===== config.mk =====
export PLATFORM = sky130hd
export DESIGN_NAME = fetch_sequencer
export DESIGN_NICKNAME = d
export VERILOG_FILES = /design/src/rtl/fetch_sequencer.sv
export SDC_FILE = /design/constraint.sdc
export NUM_CORES = 1
export LEC_CHECK = 0
export ABC_AREA = 1
export BUFFER_PORTS_ARGS = -buffer_cell sky130_fd_sc_hd__buf_2
export CORE_MARGIN = 5
export CORE_UTILIZATION = 30
export DETAILED_ROUTE_END_ITERATION = 6
export GPL_ROUTABILITY_DRIVEN = 0
export GPL_TIMING_DRIVEN = 0
export HOLD_SLACK_MARGIN = 0.05
export SETUP_SLACK_MARGIN = 0.4
export SLEW_MARGIN = 20
export SYNTH_ARGS = -nofsm -noshare
export SYNTH_HDL_FRONTEND = slang
export SYNTH_SLANG_ARGS = --single-unit

===== constraint.sdc =====
create_clock -name clk -period 2.7 [get_ports clk]
set_clock_uncertainty 0.15 [all_clocks]
set_input_delay 0.54 -clock clk [delete_from_list [all_inputs] [get_ports clk]]
set_output_delay 0.54 -clock clk [all_outputs]
set_load 0.01 [all_outputs]

===== src/rtl/fetch_sequencer.sv =====
// fetch_sequencer: owns the word-indexed PC of the non-pipelined MIPS core.
// It presents the PC to a one-cycle-latency instruction memory, captures the
// returned word, and holds it valid until the datapath reports completion.
// It then chooses the next PC from the sequential, branch and jump outcomes.
// It stops on the halt sentinel or on an out-of-range PC.
module fetch_sequencer #(
    parameter logic [31:0] PC_RESET  = 32'd0,
    parameter int unsigned MEM_DEPTH = 151,
    parameter logic [31:0] HALT_WORD = 32'hFFFF_FFFF,
    parameter int unsigned CNT_W     = 32
) (
    input  logic             clk,
    input  logic             rst,
    input  logic [31:0]      mem_instr,
    input  logic             exec_done,
    input  logic             take_branch,
    input  logic             take_jump,
    input  logic [15:0]      branch_imm,
    input  logic [25:0]      jump_target,
    output logic [31:0]      pc,
    output logic [31:0]      instr,
    output logic             instr_valid,
    output logic             halted,
    output logic             fault,
    output logic [CNT_W-1:0] retired_count
);

    localparam int unsigned     PC_W       = 32;
    localparam logic [PC_W-1:0] LP_DEPTH   = PC_W'(MEM_DEPTH);
    localparam logic [CNT_W-1:0] LP_CNT_MAX = '1;

    typedef enum logic [1:0] {
        S_FETCH   = 2'd0,
        S_CAPTURE = 2'd1,
        S_EXEC    = 2'd2,
        S_HALT    = 2'd3
    } state_t;

    state_t            r_state;
    logic [PC_W-1:0]   r_pc;
    logic [31:0]       r_instr;
    logic              r_valid;
    logic              r_halted;
    logic              r_fault;
    logic [CNT_W-1:0]  r_count;

    logic [PC_W-1:0]   w_pc_plus1;
    logic [PC_W-1:0]   w_branch_off;
    logic [PC_W-1:0]   w_branch_pc;
    logic [PC_W-1:0]   w_jump_pc;
    logic [PC_W-1:0]   w_next_pc;
    logic              w_pc_oob;
    logic              w_is_halt;
    logic [CNT_W-1:0]  w_count_inc;

    // Next-PC candidates; all arithmetic wraps at 32 bits.
    assign w_pc_plus1   = r_pc + PC_W'(1);
    assign w_branch_off = {{16{branch_imm[15]}}, branch_imm};
    assign w_branch_pc  = w_pc_plus1 + w_branch_off;
    assign w_jump_pc    = {w_pc_plus1[31:26], jump_target};

    // Jump outranks branch when both are flagged.
    assign w_next_pc = take_jump   ? w_jump_pc   :
                       take_branch ? w_branch_pc :
                                     w_pc_plus1;

    assign w_pc_oob    = (r_pc >= LP_DEPTH);
    assign w_is_halt   = (mem_instr == HALT_WORD);
    assign w_count_inc = (r_count == LP_CNT_MAX) ? r_count : r_count + CNT_W'(1);

    // Sequencer FSM: fetch, capture, execute, with a terminal halt state.
    always_ff @(posedge clk) begin
        if (rst) begin
            r_state  <= S_FETCH;
            r_pc     <= PC_RESET;
            r_instr  <= 32'd0;
            r_valid  <= 1'b0;
            r_halted <= 1'b0;
            r_fault  <= 1'b0;
            r_count  <= '0;
        end else begin
            case (r_state)
                S_FETCH: begin
                    // Memory samples r_pc at this edge; a bad PC halts here.
                    if (w_pc_oob) begin
                        r_state  <= S_HALT;
                        r_halted <= 1'b1;
                        r_fault  <= 1'b1;
                    end else begin
                        r_state <= S_CAPTURE;
                    end
                end
                S_CAPTURE: begin
                    r_instr <= mem_instr;
                    if (w_is_halt) begin
                        r_state  <= S_HALT;
                        r_halted <= 1'b1;
                    end else begin
                        r_state <= S_EXEC;
                        r_valid <= 1'b1;
                    end
                end
                S_EXEC: begin
                    // Branch/jump inputs only matter on the completion edge.
                    if (exec_done) begin
                        r_state <= S_FETCH;
                        r_valid <= 1'b0;
                        r_pc    <= w_next_pc;
                        r_count <= w_count_inc;
                    end
                end
                S_HALT: begin
                    r_state <= S_HALT;
                    r_valid <= 1'b0;
                end
            endcase
        end
    end

    assign pc            = r_pc;
    assign instr         = r_instr;
    assign instr_valid   = r_valid;
    assign halted        = r_halted;
    assign fault         = r_fault;
    assign retired_count = r_count;

endmodule


==> impl_metrics.env <==
export IMPL_status="finished, violations left"
export IMPL_violations="negative setup slack"
export IMPL_critPathLaunch="pc[0]"
export IMPL_clock_sinks=101
export IMPL_path_cells="ha_4 > nand2_4 > nor2_4 > nand2_4 > buf_4 > xor2_4 > ha_4 > nand2_4 > nor2_4 > nand3_2 > nand3b_1 > nand3b_1 > nand3_1 > nand3_2 > a21oi_2"
export IMPL_tightestPinTransition_ns=0.947
export IMPL_layout_commonest_cell="nand2_1"
export IMPL_ys_ff_latch=101
export IMPL_start_util_pct=30.4
export IMPL_antenna_found_initial=0
export IMPL_root_buffer="clkbuf_16"
export IMPL_hold_buffers=0
export IMPL_utilization_pct=44.3
export IMPL_power_density_mw_per_mm2=413
export IMPL_clkLatencyLatePin_ns=0.36
export IMPL_grt_use_total_pct=21.5
export IMPL_syn2layout_area_growth_pct=45.8
export IMPL_synth_cells=1435
export IMPL_slowest_delay_ns=0.40
export IMPL_pwr_share_clk_pct=27.7
export IMPL_timing_fmax_mhz=338
export IMPL_drc=0
export IMPL_num_vias=10656
export IMPL_drt_initial_drc_count=1036
export IMPL_p_sw_uw=1990
export IMPL_period_share_pct=110
export IMPL_slew_violations=0
export IMPL_cp_max_fo=4
export IMPL_critPathKind="reg2reg"
export IMPL_vias_per_cell=5.13
export IMPL_placed_area_sq_mm=0.0101
export IMPL_clock_path_buffers=2
export IMPL_ys_warn_count=0
export IMPL_slew_limit_headroom_pct=36.8
export IMPL_num_rows=61
export IMPL_synth_edf_count=0
export IMPL_seqPwrFrac_pct=34.0
export IMPL_worstSetupPathDepth=15
export IMPL_startpoint_type="flip-flop"
export IMPL_chipHeight_um=178
export IMPL_endpoint="pc[26]"
export IMPL_cp_required_ns=2.84
export IMPL_synthDistinctLibCells=47
export IMPL_cts_buffers_inserted=9
export IMPL_wl_per_cell_um=17.2
export IMPL_wl_um=35700
export IMPL_stdcell_count=2076
export IMPL_ir_drop_uv=252
export IMPL_syn_nets=1555
export IMPL_synth_ff_type="dfxtp_1"
export IMPL_finalSetupViolations=21
export IMPL_power_switching_share_pct=39.0
export IMPL_reg2reg_from="pc[0]"
export IMPL_syn_cell_area_sq_mm=0.00847
export IMPL_crit_buf_inv=1
export IMPL_antenna_left=0
export IMPL_hold_class="in2reg"
export IMPL_grt_max_degree=24
export IMPL_ios=178
export IMPL_hpwlAfterDp_um=27400
export IMPL_grt_pass1_wl_um=53500
export IMPL_worstPathArrival_ns=3.10
export IMPL_cp_top_family="simple AND/OR/NAND/NOR gates"
export IMPL_final_cell_mix="nand2_1, buf_2, nor2_1"
export IMPL_async_flop_share_pct=0
export IMPL_dpl_cell_count=1988
export IMPL_cts_htree_levels=3
export IMPL_rsz0062_at_grt="yes"
export IMPL_clk_pin_slew_ns=0.07
export IMPL_drtPass1Iterations=7
export IMPL_syn_area_per_cell_sq_um=5.90
export IMPL_cpMaxStageDelayCell="dfxtp_4"
export IMPL_fin_area_sq_mm=0.0123
export IMPL_grt_pass1_vias=9936
export IMPL_io_buffers=175
export IMPL_min_period_ns=2.96
export IMPL_reg2reg_to="pc[26]"
export IMPL_cts_tree="done"
export IMPL_drive_gt1_share_pct=38.6
export IMPL_antenna_cells=0
export IMPL_reg2reg_depth=15
export IMPL_final_nets=1813
export IMPL_hold_violations=0
export IMPL_totalPowerFinal_uw=5100
export IMPL_grt_overflow=0
export IMPL_core_area_sq_mm=0.0279
export IMPL_end_kind="flip-flop"
export IMPL_setup_ws_ns=-0.261
export IMPL_cp_common_cell="nand2_4"
export IMPL_r2r_slack_ns=-0.26
export IMPL_p_leak_uw=0.00565
export IMPL_maxCapViolCount=0
export IMPL_p_comb_share_pct=38.3
export IMPL_p_int_uw=3110
export IMPL_die_area_sq_mm=0.0317
export IMPL_ys_seq_area_share_pct=23.9
export IMPL_fp_dieW_um=178
## repair_timing
item,4_1_cts,5_1_grt
endpoints found under the setup margin,28,31
buffers inserted,53,19
gates resized for setup,185,162
pin swaps,70,101
## stage by stage
step / TNS [ns] / setup WS [ns] / hold slack, ns
global route: -6.01 / -0.384 / 0.309
floorplan: 0 / 0.221 / 0.324
CTS: -0.853 / -0.0985 / 0.293
finish: -3.21 / -0.261 / 0.306
detailed placement: -6.10 / -0.495 / 0.318
global placement: -6.15 / -0.533 / 0.308
## how the worst min path moves through the flow
stage	depth (start not counted)	start	endpoint	slack (ns)
after CTS	3	jump_target[9]	pc[9]	0.29
after detailed placement	2	instr[29]	instr[29]	0.32
final	3	mem_instr[15]	instr[15]	0.31
after global routing	3	mem_instr[15]	instr[15]	0.31
after floorplan	2	fault	fault	0.32
after global placement	2	instr_valid	instr_valid	0.31
## Yosys cell counts, drive strengths merged, types with 4 or more instances
master  number  share of area, %
nand3       83               5.1
o21bai      10              0.89
nand2      426                19
nor4         8              0.59
ha          40               5.9
a21oi      111               7.0
nand4       31               2.4
a31oi        7              0.52
nor2       211                10
dfxtp      101                24
inv        193               8.6
or2          6              0.44
nand3b       4              0.35
xnor2       10               1.0
nor3        20               1.3
xor2        33               3.4
clkbuf      23               1.1
o21ai       85               5.0
buf         13               1.0
## layout make-up
cell class                      count  area, sq um
Buffer                             36          181
Clock buffer                        9          225
Clock inverter                      7         95.1
Fill cell                        2841        15500
Inverter                          195          742
Multi-Input combinational cell   1103         7090
Sequential cell                   101         2120
Tap cell                          378          473
Timing Repair Buffer              247         1420
## cells by family after synthesis
| logic type | synth area share (%) |
|---|---|
| AOI/OAI and AO/OA | 14.7 |
| adders and majority gates | 6.15 |
| DFF | 23.9 |
| and+or+nand+nor | 40.0 |
| xor gates and xnor gates | 4.45 |
| buffers and inverters | 10.8 |
## power groups by stage
stage | logic [uW] | registers, uW | clock network [uW]
2_1_floorplan | 893 | 1780 | 0
3_3_place_gp | 1420 | 1760 | 0
3_5_place_dp | 1430 | 1770 | 0
4_1_cts | 1730 | 1730 | 1440
5_1_grt | 2120 | 1750 | 1500
6_report | 1950 | 1730 | 1410
## tightest hold or removal path: stages
cell     delay, ns
buf_2         0.09
o21ai_0       0.07
nor2_1        0.07
## routing by layer
metal / up-vias / part of all wire [%] / global-route usage, %
met4: 0 / 3.7 / 6.54
met2: 471 / 46 / 36.2
li1: 5120 / - / -
met5: - / 0 / 0
met3: 97 / 7.6 / 3.26
met1: 4968 / 43 / 28.3
## registers in the layout, indices dropped and copies added, names as in the netlist
name           flops
instr             32
pc                32
retired_count     32
r_state            2
fault              1
halted             1
instr_valid        1
(Power assumes the default switching activity.)
